==> src/rtl/dpe_multiplexer.sv <==
// dpe_multiplexer
//
// Packet-level 5:1 ingress arbiter. Merges the CPU stream (port 0) and four
// Ethernet streams (ports 1..4) into the single DPE input stream. One source
// is granted per packet, chosen round-robin. With CPU_PRIO=1 the CPU wins
// every arbitration it requests in. Beats pass through a registered
// two-entry skid stage.
//
// Build option: define DPE_MUX_SRC_STAMP_EN to overwrite tuser_src of every
// forwarded beat with the ingress port address. Otherwise tuser_src passes
// through unchanged.
//
// Ports:
//   sys_clk, sys_rst_n        clock, asynchronous active-low reset
//   from_cpu_*                CPU ingress stream (AXI-stream slave)
//   from_eth_1_* .. _4_*      Ethernet ingress streams (AXI-stream slaves)
//   to_dpe_*                  merged stream (AXI-stream master)
//   dbg_state                 0 = IDLE, 1 = BUSY
//   dbg_grant, dbg_rr_ptr     granted port, round-robin start pointer
//   dbg_skid_occ              skid stage occupancy (0..2)
//
// Handshake: a beat transfers on a rising edge where tvalid and tready are
// both 1. A master holds tvalid and all fields stable until that transfer.
// tvalid never depends on tready.
//
// tuser layout: {bypass_all[7], bypass_stage[6], src[5:3], dst[2:0]}.

module dpe_multiplexer #(
   parameter int CPU_PRIO = 0
) (
   input  logic         sys_clk,
   input  logic         sys_rst_n,

   input  logic         from_cpu_tvalid,
   output logic         from_cpu_tready,
   input  logic [127:0] from_cpu_tdata,
   input  logic [15:0]  from_cpu_tkeep,
   input  logic         from_cpu_tlast,
   input  logic [7:0]   from_cpu_tuser,

   input  logic         from_eth_1_tvalid,
   output logic         from_eth_1_tready,
   input  logic [127:0] from_eth_1_tdata,
   input  logic [15:0]  from_eth_1_tkeep,
   input  logic         from_eth_1_tlast,
   input  logic [7:0]   from_eth_1_tuser,

   input  logic         from_eth_2_tvalid,
   output logic         from_eth_2_tready,
   input  logic [127:0] from_eth_2_tdata,
   input  logic [15:0]  from_eth_2_tkeep,
   input  logic         from_eth_2_tlast,
   input  logic [7:0]   from_eth_2_tuser,

   input  logic         from_eth_3_tvalid,
   output logic         from_eth_3_tready,
   input  logic [127:0] from_eth_3_tdata,
   input  logic [15:0]  from_eth_3_tkeep,
   input  logic         from_eth_3_tlast,
   input  logic [7:0]   from_eth_3_tuser,

   input  logic         from_eth_4_tvalid,
   output logic         from_eth_4_tready,
   input  logic [127:0] from_eth_4_tdata,
   input  logic [15:0]  from_eth_4_tkeep,
   input  logic         from_eth_4_tlast,
   input  logic [7:0]   from_eth_4_tuser,

   output logic         to_dpe_tvalid,
   input  logic         to_dpe_tready,
   output logic [127:0] to_dpe_tdata,
   output logic [15:0]  to_dpe_tkeep,
   output logic         to_dpe_tlast,
   output logic [7:0]   to_dpe_tuser,

   output logic         dbg_state,
   output logic [2:0]   dbg_grant,
   output logic [2:0]   dbg_rr_ptr,
   output logic [1:0]   dbg_skid_occ
);

   // Beat packing: {tuser[152:145], tlast[144], tkeep[143:128], tdata[127:0]}
   localparam int BEAT_W = 153;

   typedef enum logic {IDLE = 1'b0, BUSY = 1'b1} state_t;

   state_t            state;
   logic [2:0]        grant;
   logic [2:0]        rr_ptr;
   logic [2:0]        winner;
   logic [4:0]        req;
   logic [BEAT_W-1:0] in_beat [5];
   logic [BEAT_W-1:0] sel_beat;
   logic [BEAT_W-1:0] push_beat;
   logic              sel_valid;
   logic              push;
   logic              pop;
   logic              accept_last;
   logic [4:0]        ready_vec;

   logic [BEAT_W-1:0] ent0;
   logic [BEAT_W-1:0] ent1;
   logic              v0;
   logic              v1;
   logic              skid_not_full;
   logic [1:0]        occ;
   logic [1:0]        occ_next;

   always_comb begin
      req = {from_eth_4_tvalid, from_eth_3_tvalid, from_eth_2_tvalid,
             from_eth_1_tvalid, from_cpu_tvalid};
      in_beat[0] = {from_cpu_tuser, from_cpu_tlast, from_cpu_tkeep, from_cpu_tdata};
      in_beat[1] = {from_eth_1_tuser, from_eth_1_tlast, from_eth_1_tkeep, from_eth_1_tdata};
      in_beat[2] = {from_eth_2_tuser, from_eth_2_tlast, from_eth_2_tkeep, from_eth_2_tdata};
      in_beat[3] = {from_eth_3_tuser, from_eth_3_tlast, from_eth_3_tkeep, from_eth_3_tdata};
      in_beat[4] = {from_eth_4_tuser, from_eth_4_tlast, from_eth_4_tkeep, from_eth_4_tdata};
   end

   // First requester at or after rr_ptr, wrapping 4 -> 0; CPU override last.
   always_comb begin
      logic       found;
      logic [3:0] sum;
      logic [2:0] idx;
      winner = rr_ptr;
      found  = 1'b0;
      for (int i = 0; i < 5; i++) begin
         sum = {1'b0, rr_ptr} + 4'(i);
         idx = (sum >= 4'd5) ? 3'(sum - 4'd5) : sum[2:0];
         if (!found && req[idx]) begin
            winner = idx;
            found  = 1'b1;
         end
      end
      if (CPU_PRIO != 0 && req[0]) winner = 3'd0;
   end

   always_comb begin
      case (grant)
         3'd1:    begin sel_beat = in_beat[1]; sel_valid = req[1]; end
         3'd2:    begin sel_beat = in_beat[2]; sel_valid = req[2]; end
         3'd3:    begin sel_beat = in_beat[3]; sel_valid = req[3]; end
         3'd4:    begin sel_beat = in_beat[4]; sel_valid = req[4]; end
         default: begin sel_beat = in_beat[0]; sel_valid = req[0]; end
      endcase
   end

`ifdef DPE_MUX_SRC_STAMP_EN
   localparam logic [2:0] DPE_ADDR_CPU   = 3'd1;
   localparam logic [2:0] DPE_ADDR_ETH_1 = 3'd2;
   localparam logic [2:0] DPE_ADDR_ETH_2 = 3'd3;
   localparam logic [2:0] DPE_ADDR_ETH_3 = 3'd4;
   localparam logic [2:0] DPE_ADDR_ETH_4 = 3'd5;

   function automatic logic [2:0] port_addr(input logic [2:0] p);
      case (p)
         3'd1:    port_addr = DPE_ADDR_ETH_1;
         3'd2:    port_addr = DPE_ADDR_ETH_2;
         3'd3:    port_addr = DPE_ADDR_ETH_3;
         3'd4:    port_addr = DPE_ADDR_ETH_4;
         default: port_addr = DPE_ADDR_CPU;
      endcase
   endfunction

   always_comb begin
      push_beat           = sel_beat;
      push_beat[150:148]  = port_addr(grant);   // tuser_src field
   end
`else
   always_comb begin
      push_beat = sel_beat;
   end
`endif

   // Only the granted port sees ready, and only while the skid has room.
   always_comb begin
      ready_vec = '0;
      if (state == BUSY && skid_not_full) ready_vec = 5'(5'b00001 << grant);
   end

   assign from_cpu_tready   = ready_vec[0];
   assign from_eth_1_tready = ready_vec[1];
   assign from_eth_2_tready = ready_vec[2];
   assign from_eth_3_tready = ready_vec[3];
   assign from_eth_4_tready = ready_vec[4];

   assign push        = (state == BUSY) && sel_valid && skid_not_full;
   assign accept_last = push && sel_beat[144];
   assign pop         = v0 && to_dpe_tready;

   always_ff @(posedge sys_clk or negedge sys_rst_n) begin
      if (!sys_rst_n) begin
         state  <= IDLE;
         grant  <= 3'd0;
         rr_ptr <= 3'd0;
      end else begin
         case (state)
            IDLE: begin
               if (|req) begin
                  grant <= winner;
                  state <= BUSY;
               end
            end
            BUSY: begin
               if (accept_last) begin
                  rr_ptr <= (grant == 3'd4) ? 3'd0 : grant + 3'd1;
                  state  <= IDLE;
               end
            end
            default: state <= IDLE;
         endcase
      end
   end

   assign occ = {1'b0, v0} + {1'b0, v1};

   always_comb begin
      occ_next = occ;
      if (push && !pop)      occ_next = occ + 2'd1;
      else if (!push && pop) occ_next = occ - 2'd1;
   end

   // Entry 0 is the output head; entry 1 only holds a beat while entry 0 does.
   always_ff @(posedge sys_clk or negedge sys_rst_n) begin
      if (!sys_rst_n) begin
         ent0          <= '0;
         ent1          <= '0;
         v0            <= 1'b0;
         v1            <= 1'b0;
         skid_not_full <= 1'b1;
      end else begin
         if (pop) begin
            if (v1) begin
               ent0 <= ent1;
               if (push) ent1 <= push_beat;
               else      v1   <= 1'b0;
            end else if (push) begin
               ent0 <= push_beat;
            end else begin
               v0 <= 1'b0;
            end
         end else if (push) begin
            if (!v0) begin
               ent0 <= push_beat;
               v0   <= 1'b1;
            end else begin
               ent1 <= push_beat;
               v1   <= 1'b1;
            end
         end
         // Registered room flag: a push is only offered when at most one
         // entry is in use, so it can never overflow even without a pop.
         skid_not_full <= (occ_next <= 2'd1);
      end
   end

   assign to_dpe_tvalid = v0;
   assign to_dpe_tdata  = ent0[127:0];
   assign to_dpe_tkeep  = ent0[143:128];
   assign to_dpe_tlast  = ent0[144];
   assign to_dpe_tuser  = ent0[152:145];

   assign dbg_state    = (state == BUSY);
   assign dbg_grant    = grant;
   assign dbg_rr_ptr   = rr_ptr;
   assign dbg_skid_occ = occ;

endmodule

==> config.mk <==
export PLATFORM = sky130hd
export DESIGN_NAME = dpe_multiplexer
export DESIGN_NICKNAME = d
export VERILOG_FILES = /design/src/rtl/dpe_multiplexer.sv
export SDC_FILE = /design/constraint.sdc
export NUM_CORES = 1
export LEC_CHECK = 0
export BUFFER_PORTS_ARGS = -buffer_cell sky130_fd_sc_hd__buf_2
export CAP_MARGIN = 20
export CORE_AREA = 2 2 365 367
export CTS_BUF_LIST = sky130_fd_sc_hd__clkbuf_2
export CTS_CLUSTER_DIAMETER = 120
export DETAILED_ROUTE_END_ITERATION = 10
export DIE_AREA = 0 0 367 369
export SYNTH_ARGS = -nofsm -noshare
export SYNTH_HDL_FRONTEND = slang
export SYNTH_SLANG_ARGS = --single-unit
export TNS_END_PERCENT = 30
==> constraint.sdc <==
create_clock -name sys_clk -period 5.2 [get_ports sys_clk]
set_input_delay 0.26 -clock sys_clk [delete_from_list [all_inputs] [get_ports sys_clk]]
set_output_delay 0.26 -clock sys_clk [all_outputs]
set_load 0.03 [all_outputs]
==> summary.md <==
| Metric | Value |
|---|---|
| Period utilisation layout | `98.8%` |
| Remaining routing DRC violations | `0` |
| Lkg Pwr | `0.0148 uW` |
| Die X | `367 microns` |
| Top-count cell post-synth | `nor2_1` |
| #FFs+latches synth | `316` |
| Nets@finish | `4745` |
| Die H | `369 microns` |
| Count of cell types in the netlist | `73` |
| Clk_skew | `157 ps` |
| H-tree depth | `3` |
| DR WL/cell | `20.9 microns` |
| Clock edge transition at the registers on the reported setup and hold paths | `100 ps` |
| Slew Viols, Final | `0` |
| Mean Syn Cell Area | `8.03 sq um` |
| Port-buffer cells | `940` |
| Die area | `135000 sq um` |
| I/O pin cnt | `941` |
| Final core occ | `25.9%` |
| CTS tree | `yes` |
| Row count | `133` |
| Dpl hpwl | `86.8 mm` |
| Fraction of registers with async set or reset after synthesis | `100%` |
| Synth top cells by count | `nor2_1 (328), o21ai_0 (316), dfrtp_1 (315), a21oi_1 (314), a22oi_1 (310)` |
| Vias in the first global route | `25483` |
| Multi-input gate area | `9260 sq um` |
| Max rail drop VDD | `0.581 mV` |
| Power per cell area | `674 nW/um^2` |
| Fillers | `14033` |
| Minimum clock period | `5140 ps` |
| Max Cap Violations | `0` |
| Worst-path maximum fanout | `92` |
| Post-synthesis sequential area ratio | `43.8%` |
| Worst Slack Setup Final | `62.1 ps` |
| Clock Sinks | `316` |
| Top-area cell type share of the netlist area | `43.7%` |
| Gr ovfl total | `0` |
| Worst setup EP type | `register` |
| Worst-Margin Slew | `1220 ps` |
| Root Buffer | `clkbuf_2` |
| Detailed Routing Iterations Pass 1 | `7` |
| Post-synth EDFFs | `0` |
| DR iter-0 viols | `2157` |
| Starting Density | `13.8%` |
| Area leader, netlist | `dfrtp_1` |
| Crit Path Category | `reg2reg` |
| Via count | `25870` |
| Share of layout cells above drive strength 1 | `28.6%` |
| WP data required | `6440 ps` |
| Antenna Nets Post-Route | `0` |
| Max_slew headroom | `18.4%` |
| Hold Path Class | `in2reg` |
| Final setup fails | `0` |
| Area Growth Syn to Fin | `88.4%` |
| Core Area | `131000 sq um` |
| Via density | `4.45` |
| Placer congestion estimate | `0.952` |
| Post-synthesis cell count | `2249` |
| Initial antenna violation count | `92` |
| Clk buf depth | `3` |
| Largest net degree at the start of global routing | `179` |
| Status | `finished, final reports clean` |
| Place WS | `1740 ps` |
| Fmax achieved | `0.195 GHz` |
| CP Launch Type | `register` |
| CTS buffer count | `92` |
| Post-Syn Area | `18100 sq um` |
| Sequential cell area | `7910 sq um` |
| Fin. Hold Viols | `0` |
| Top cells by area, synth | `dfrtp_1 (44%), a22oi_1 (13%), o21ai_0 (8.8%), a21oi_1 (8.7%), nor2_1 (6.8%)` |
| Yosys warning total | `0` |
| Critical Path AT | `6380 ps` |
| Final WL | `122 mm` |
| GRT Total Usage | `17.1%` |
| Setup TNS | `0 ps` |
| RSZ-0062 raised after global routing | `false` |
| Ys flop type | `dfrtp_1` |
| Syn nets | `3039` |
| Clock Latency Late Sink | `1310 ps` |
| First-pass GRT wire length | `171 mm` |
-- logic make-up after synthesis --
| logic type | after synthesis | share of synthesized area (%) |
|---|---|---|
| buffers and inverters | 226 | 5.18 |
| muxes | 13 | 1.02 |
| adders and majority gates | 17 | 1.22 |
| and+or+nand+nor | 693 | 16.3 |
| DFF | 316 | 43.8 |
| xor gates and xnor gates | 6 | 0.291 |
| AOI/OAI and AO/OA | 978 | 32.2 |
-- layer usage --
layer / share of wire [%] / vias to the layer above / wire length [microns] / track usage (%)
met4: 6.7 / 58 / 8100 / 10.7
met3: 11 / 486 / 13100 / 6.76
met1: 39 / 12107 / 47200 / 20.0
li1: - / 11683 / - / -
met2: 43 / 1536 / 52900 / 26.0
met5: 0.29 / - / 348 / 0
-- flip-flops by register name (all words and copies together) (netlist names) --
signal	cells
skid_not_full	1
dbg_rr_ptr	3
dbg_grant	3
v1	1
to_dpe_tvalid	1
ent0	153
ent1	153
dbg_state	1
-- cells in the final DEF, fill, tap and decap left out, drive strengths merged, types with 3 or more instances in the layout --
cell	instances
dlygate4sd3	851
o21ba	3
xnor2	5
clkinv	24
a31oi	3
and3	3
and2	3
o21ai	317
or3	3
ha	16
nor2b	4
nor3	5
nor2	328
o31ai	3
a22oi	311
mux2i	6
inv	17
diode	37
nand3	158
nand2	170
buf	974
a21oi	315
nor3b	6
dfrtp	315
mux2	3
clkbuf	122
or4	3
mux4	4
-- stage by stage --
| stage | instance area, sq um | std cells | power, uW | hold slack, ps |
|---|---|---|---|---|
| CTS | 33900 | 5770 | 22700 | 0.484 |
| detailed placement | 24600 | 4764 | 16600 | 329 |
| finish | 34000 | 5807 | 22900 | 240 |
| global route | 34000 | 5798 | 24700 | 60.3 |
| floorplan | 18100 | 2249 | 12400 | -35.6 |
| global placement | 24600 | 4764 | 16400 | 330 |
-- critical path, cell delays in order (launching register included) --
cell           delay (ps)
dfrtp_1               450
inv_1                 130
ha_1                  200
nor2b_4               200
buf_12                400
buf_4                 440
buf_4                 310
a22oi_1               120
dlygate4sd3_1         630
nand3_1               120
dlygate4sd3_1         590
o21ai_0               110
dlygate4sd3_1         650
o21ai_0               160
dlygate4sd3_1         570
-- power breakdown --
part | total [uW] | internal [uW] | leakage, uW | switching (uW)
registers | 4370 | 3700 | 0.00375 | 672
clock network | 1980 | 754 | 0.000608 | 1220
logic | 16600 | 7200 | 0.0105 | 9360
total | 22900 | 11700 | 0.0148 | 11300
-- worst paths after layout --
path                       depth (start not counted)         to  slack (ps)           startpoint
setup / recovery                                  14  ent1[106]          60         dbg_grant[0]
hold / removal                                     8  ent0[130]         240  from_eth_2_tkeep[2]
setup reg to reg                                  14  ent1[106]          60         dbg_grant[0]
hold reg to reg                                    2  ent1[151]         490            ent1[151]
max in group asynchronous                          5   ent0[55]        3670            sys_rst_n
min in group asynchronous                          5  ent0[108]         800            sys_rst_n
-- area by class of cell --
class / instances / area share (%)
inverters: 13 / 0.143
well taps: 1755 / 6.46
clock inverters: 32 / 0.611
repair buffers: 1825 / 40.2
clock buffers: 122 / 1.80
flip-flops and latches: 316 / 23.3
diodes: 37 / 0.272
multi-input cells: 1707 / 27.2
-- what timing repair did --
item | 4_1_cts | 5_1_grt
setup buffers | 0 | 0
hold buffers | 852 | 0
hold endpoints to repair | 632 | 0
gates resized for setup | 0 | 0
No activity file was read; power rests on OpenSTA's default activity.
